==> src/rtl/noc_pkg.sv <==
// Shared NoC definitions: flit layout and endpoint-port FSM encoding.
package noc_pkg;

  localparam int unsigned FLIT_W     = 20;
  localparam int unsigned DEST_CL_HI = 19;
  localparam int unsigned DEST_CL_LO = 18;
  localparam int unsigned DEST_LO_HI = 17;
  localparam int unsigned DEST_LO_LO = 16;
  localparam int unsigned PAYLOAD_HI = 15;
  localparam int unsigned PAYLOAD_LO = 0;
  localparam int unsigned PAYLOAD_W  = PAYLOAD_HI - PAYLOAD_LO + 1;

  typedef enum logic [1:0] {
    StIdle  = 2'd0,
    StSend  = 2'd1,
    StStall = 2'd2
  } ep_state_e;

  // Endpoint state is a pure function of queue occupancy and credit availability.
  function automatic ep_state_e ep_next_state(input logic fifo_nonempty,
                                              input logic have_credit);
    if (!fifo_nonempty) begin
      return StIdle;
    end
    return have_credit ? StSend : StStall;
  endfunction

endpackage

==> src/rtl/pe_tx_fifo.sv <==
// Synchronous TX FIFO for the PE endpoint port; pushes into a full FIFO are dropped.
module pe_tx_fifo #(
  parameter int unsigned WIDTH = 20,
  parameter int unsigned DEPTH = 4,
  localparam int unsigned CntW = $clog2(DEPTH + 1)
) (
  input  logic            clk,
  input  logic            rst,
  input  logic            push,
  input  logic            pop,
  input  logic [WIDTH-1:0] wdata,
  output logic [WIDTH-1:0] head,
  output logic            full,
  output logic [CntW-1:0] count_next
);

  localparam int unsigned PtrW = $clog2(DEPTH);

  logic [WIDTH-1:0] mem_q [DEPTH];
  logic [PtrW-1:0]  wr_ptr_q, rd_ptr_q;
  logic [CntW-1:0]  count_q, count_d;
  logic             push_acc, pop_acc;

  assign full     = (count_q == CntW'(DEPTH));
  assign push_acc = push && !full;
  assign pop_acc  = pop && (count_q != '0);
  assign head     = mem_q[rd_ptr_q];

  always_comb begin
    count_d = count_q;
    if (push_acc && !pop_acc) begin
      count_d = count_q + CntW'(1);
    end else if (pop_acc && !push_acc) begin
      count_d = count_q - CntW'(1);
    end
  end

  // Post-edge occupancy, used by the owner to pick its next state.
  assign count_next = count_d;

  always_ff @(posedge clk or negedge rst) begin
    if (!rst) begin
      wr_ptr_q <= '0;
      rd_ptr_q <= '0;
      count_q  <= '0;
      for (int i = 0; i < int'(DEPTH); i++) begin
        mem_q[i] <= '0;
      end
    end else begin
      if (push_acc) begin
        mem_q[wr_ptr_q] <= wdata;
        wr_ptr_q        <= wr_ptr_q + PtrW'(1);
      end
      if (pop_acc) begin
        rd_ptr_q <= rd_ptr_q + PtrW'(1);
      end
      count_q <= count_d;
    end
  end

endmodule

==> src/rtl/pe_endpoint_port.sv <==
// PE-side router local port: credit-based TX injection and unconditional RX ejection.
// Optional destination check on RX enabled by defining PE_RX_DEST_CHECK_EN (adds rx_err).
module pe_endpoint_port #(
  parameter int unsigned FLIT_W     = noc_pkg::FLIT_W,
  parameter int unsigned FIFO_DEPTH = 4,
  parameter int unsigned CREDITS    = 4
) (
  input  logic              clk,
  input  logic              rst,
  input  logic [1:0]        my_cluster,
  input  logic [1:0]        my_local,
  input  logic              tx_push,
  input  logic [FLIT_W-1:0] tx_flit,
  output logic              tx_full,
  output logic [FLIT_W-1:0] dataout,
  output logic              out_valid,
  input  logic              ci,
  input  logic [FLIT_W-1:0] datain,
  input  logic              in_valid,
  output logic [15:0]       read,
  output logic [15:0]       rx_count,
  output logic              state,
  output logic              credit_err
`ifdef PE_RX_DEST_CHECK_EN
  ,
  output logic              rx_err
`endif
);

  import noc_pkg::*;

  localparam int unsigned CreditW = $clog2(CREDITS + 1);
  localparam int unsigned CntW    = $clog2(FIFO_DEPTH + 1);
  localparam logic [CreditW-1:0] CreditMax = CreditW'(CREDITS);

  ep_state_e             fsm_q, fsm_d;
  logic [CreditW-1:0]    credits_q, credits_d;
  logic                  credit_err_q, credit_err_d;
  logic [FLIT_W-1:0]     dataout_q, dataout_d;
  logic                  out_valid_q, out_valid_d;
  logic                  state_q, state_d;
  logic                  send;
  logic [FLIT_W-1:0]     fifo_head;
  logic [CntW-1:0]       fifo_count_next;
  logic [PAYLOAD_W-1:0]  read_q;
  logic [15:0]           rx_count_q;

  pe_tx_fifo #(
    .WIDTH (FLIT_W),
    .DEPTH (FIFO_DEPTH)
  ) u_tx_fifo (
    .clk        (clk),
    .rst        (rst),
    .push       (tx_push),
    .pop        (send),
    .wdata      (tx_flit),
    .head       (fifo_head),
    .full       (tx_full),
    .count_next (fifo_count_next)
  );

  // A send and a returned credit in the same cycle cancel out.
  always_comb begin
    credits_d    = credits_q;
    credit_err_d = credit_err_q;
    unique case ({send, ci})
      2'b10: credits_d = credits_q - CreditW'(1);
      2'b01: begin
        if (credits_q == CreditMax) begin
          credit_err_d = 1'b1;
        end else begin
          credits_d = credits_q + CreditW'(1);
        end
      end
      default: ;
    endcase
  end

  always_ff @(posedge clk or negedge rst) begin
    if (!rst) begin
      fsm_q <= StIdle;
    end else begin
      fsm_q <= fsm_d;
    end
  end

  always_comb begin
    fsm_d = ep_next_state(fifo_count_next != '0, credits_d != '0);
  end

  always_comb begin
    send        = (fsm_q == StSend);
    out_valid_d = send;
    dataout_d   = send ? fifo_head : dataout_q;
    state_d     = (fsm_d != StIdle);
  end

  always_ff @(posedge clk or negedge rst) begin
    if (!rst) begin
      credits_q    <= CreditMax;
      credit_err_q <= 1'b0;
      dataout_q    <= '0;
      out_valid_q  <= 1'b0;
      state_q      <= 1'b0;
    end else begin
      credits_q    <= credits_d;
      credit_err_q <= credit_err_d;
      dataout_q    <= dataout_d;
      out_valid_q  <= out_valid_d;
      state_q      <= state_d;
    end
  end

  always_ff @(posedge clk or negedge rst) begin
    if (!rst) begin
      read_q     <= '0;
      rx_count_q <= '0;
    end else if (in_valid) begin
      read_q     <= datain[PAYLOAD_HI:PAYLOAD_LO];
      rx_count_q <= rx_count_q + 16'd1;
    end
  end

`ifdef PE_RX_DEST_CHECK_EN
  logic rx_err_q;
  logic dest_mismatch;

  // Misrouted flits are still latched and counted; only the flag records them.
  assign dest_mismatch = in_valid && (datain[DEST_CL_HI:DEST_LO_LO] != {my_cluster, my_local});

  always_ff @(posedge clk or negedge rst) begin
    if (!rst) begin
      rx_err_q <= 1'b0;
    end else if (dest_mismatch) begin
      rx_err_q <= 1'b1;
    end
  end

  assign rx_err = rx_err_q;
`else
  logic unused_dest;
  assign unused_dest = ^{my_cluster, my_local, datain[DEST_CL_HI:DEST_LO_LO]};
`endif

  assign dataout    = dataout_q;
  assign out_valid  = out_valid_q;
  assign state      = state_q;
  assign credit_err = credit_err_q;
  assign read       = read_q;
  assign rx_count   = rx_count_q;

endmodule

==> config.mk <==
export PLATFORM = sky130hd
export DESIGN_NAME = pe_endpoint_port
export DESIGN_NICKNAME = d
export VERILOG_FILES = /design/src/rtl/noc_pkg.sv /design/src/rtl/pe_tx_fifo.sv /design/src/rtl/pe_endpoint_port.sv
export SDC_FILE = /design/constraint.sdc
export NUM_CORES = 1
export LEC_CHECK = 0
export CAP_MARGIN = 20
export CORE_MARGIN = 8
export CORE_UTILIZATION = 40
export CTS_CLUSTER_DIAMETER = 50
export DETAILED_ROUTE_END_ITERATION = 7
export GPL_ROUTABILITY_DRIVEN = 1
export PLACE_DENSITY = 0.73
export SETUP_SLACK_MARGIN = 0.1
export SLEW_MARGIN = 20
export SYNTH_ARGS = -nofsm -noshare
export SYNTH_HDL_FRONTEND = slang
export SYNTH_SLANG_ARGS = --single-unit
==> constraint.sdc <==
create_clock -name clk -period 3.35 [get_ports clk]
set_clock_uncertainty 0.15 [all_clocks]
set_input_delay 1.005 -clock clk [delete_from_list [all_inputs] [get_ports clk]]
set_output_delay 1.005 -clock clk [all_outputs]
set_load 0.1 [all_outputs]
==> results.cfg <==
[power]
finalPower_mw = 9.15
p_leak_nw = 3.69
power_density_nw_per_um2 = 1120
ir_drop_uv = 432

[logic_synthesis]
syn-num-nets = 529
postSynthAreaPerCell_um2 = 13.7
synth_seq_cells = 147
postSynthCellCount = 467
yosysMostFrequentCell = dfrtp_1
ys_top_cells_by_area = dfrtp_1, mux2_2, mux4_2, nand2_1, ha_1
synthArstFlopShare = 1.00
synth_common_cells = dfrtp_1, mux2_2, nand2_1, mux4_2
synth-edff-count = 0
yosys.area.top_type = dfrtp_1
synth_ff_type = dfrtp_1
syn_area_um2 = 6410
synth_cell_types = 48
synth-warning-count = 0
seq_area_frac_synth = 0.574
synth_top_area_share = 0.570

[finish]
final_util = 0.517
nets = 636
area_growth_pct = 27.1
antennaDiodeCount = 0
drive_gt1_frac = 0.378
fin_area_um2 = 8150

[clock_tree]
cts_setup_buffers = 0
cts_resized = 0
htree_levels = 4
clock_sinks = 147
holdBufCountCts = 0
insertion_delay_ns = 0.41
cts_tree = done
root_buffer = clkbuf_16
clkTransAtPathRegs_ns = 0.06
cts_buffers = 17
clk_path_buf_depth = 2

[placed_design]
placed_cell_area_um2 = 7510
gp_congestion = 0.744
dp_hpwl_um = 9440
io_buffers = 96

[timing]
rsz0062_at_grt = false
slew_viol_final = 0
finalHoldViolCount = 0
period_share = 0.877
hold_ws_ns = 0.322
tightestPinTransition_ns = 0.712
fmax_mhz = 340
setup_viol = 0
min_period_ns = 2.94
worst_slew_margin_rel = 0.526
tns_ns = 0

[floorplan]
rows = 46
start_util = 0.406
design.core.area_um2 = 15800
dieArea_um2 = 20300
die_w_um = 143
pin_count = 105
fp.dieH_um = 143

[setup_path]
cp_max_fo = 8
rr_endpoint = u_tx_fifo.mem_q[0]
start_kind = flip-flop
worstSetupPathType = reg -> out
crit_start = u_tx_fifo.count_q[0]
ff2ff_setup_slack_ns = 0.80
required_ns = 2.19
cp-end-kind = primary output
r2r-start = u_tx_fifo.count_q[0]
rr_worst_depth = 7
cp_data_arrival_time_ns = 1.78

[drt]
drt-pass1-iter-count = 4
drt_iter0_markers = 193
ant_nets = 0
wl_per_cell_um = 17.2
wl_um = 13800
drcViolationCount = 0
vias_per_cell = 4.98
num_vias = 3997

[global_route]
met1_usage = 0.171
grt_max_degree = 76
grtUsageMet2 = 0.249
grt_antenna_before_repair = 0
grt_usage = 0.143
grt_overflow = 0
grt_pass1_vias = 4272
grt_pass1_wl_um = 22700
met3_usage = 0.0349
grt.busiest_layer = met2

[worst_hold_path]
whs_endpoint = credit_err
hold_start = credit_err
min_path_type = reg -> reg
holdPathStages = 1

[flow_run]
cap_violations = 0

[outcome]
outcome = finished, final reports clean
[worst max-delay path, cell delays in order (launching register included)]
cell and delay [ns]:
dfrtp_1 0.40, inv_1 0.15, ha_1 0.33, nand2_1 0.14, inv_1 0.07, buf_4 0.28
[worst max-delay path by stage]
stage	cells after the start	slack, ns	endpoint
2_1_floorplan	4	0.76	tx_full
3_3_place_gp	7	0.42	fsm_q[1]
3_5_place_dp	7	0.39	fsm_q[1]
4_1_cts	5	0.40	tx_full
5_1_grt	5	0.29	tx_full
6_report	5	0.41	tx_full
[stage by stage]
step	cells	setup slack [ns]
2_1_floorplan	467	0.757
3_3_place_gp	771	0.422
3_5_place_dp	771	0.387
4_1_cts	803	0.404
5_1_grt	803	0.286
6_report	803	0.411
[metal layers]
| layer | vias up | wire length [um] |
|---|---|---|
| met4 | 0 | 189 |
| met5 | - | 0 |
| met1 | 2081 | 5900 |
| met3 | 16 | 428 |
| li1 | 1846 | - |
| met2 | 54 | 7330 |
[power by group]
group / total, mW / switching [mW] / internal, mW
Clock: 2.04 / 0.718 / 1.32
Sequential: 2.98 / 0.432 / 2.55
Combinational: 4.13 / 2.59 / 1.54
Total: 9.15 / 3.74 / 5.41
[cell families (layout without fill, tap and decap cells)]
kind of cell    Yosys count  in the layout  synth area share
fa+ha+maj                13             13            0.0254
simple gates            115            115            0.0824
xor+xnor                 19             19            0.0260
compound gates           21             21            0.0234
mux                     118            118             0.242
flops                   147            147             0.574
buf+inv                  34            154            0.0265
[registers in the layout (all words and copies together), names as in the netlist]
register and cells:
u_tx_fifo.mem_q 80, dataout 20, read 16, rx_count 16, credits_q 3, u_tx_fifo.count_q 3
fsm_q 2, u_tx_fifo.rd_ptr_q 2, u_tx_fifo.wr_ptr_q 2, credit_err 1, out_valid 1, state 1
[placed cells by master (no fill, tap or decap), drive strengths merged, types with 2 or more instances in the layout]
master,n
dfrtp,146
mux2,97
nand2,76
buf,71
clkdlybuf4s50,39
mux4,20
clkbuf,19
xnor2,13
ha,13
inv,12
nor2,9
xor2,6
nand3,6
bufinv,5
nor3,5
clkinv,5
nand2b,4
a21oi,4
o21ai,4
and3,3
clkinvlp,3
nor2b,2
nor3b,2
nand4,2
a22oi,2
[final cells by class]
cell class                 instances  area [um2]
clock buffer                      19         433
clock inverter                    13         209
fill                            1335        7620
inverter                          12        45.0
multi-input combinational        286        2560
sequential                       147        3680
tap                              216         270
timing repair buffer             110         952
Note: power is estimated with default switching activity, not from simulation.
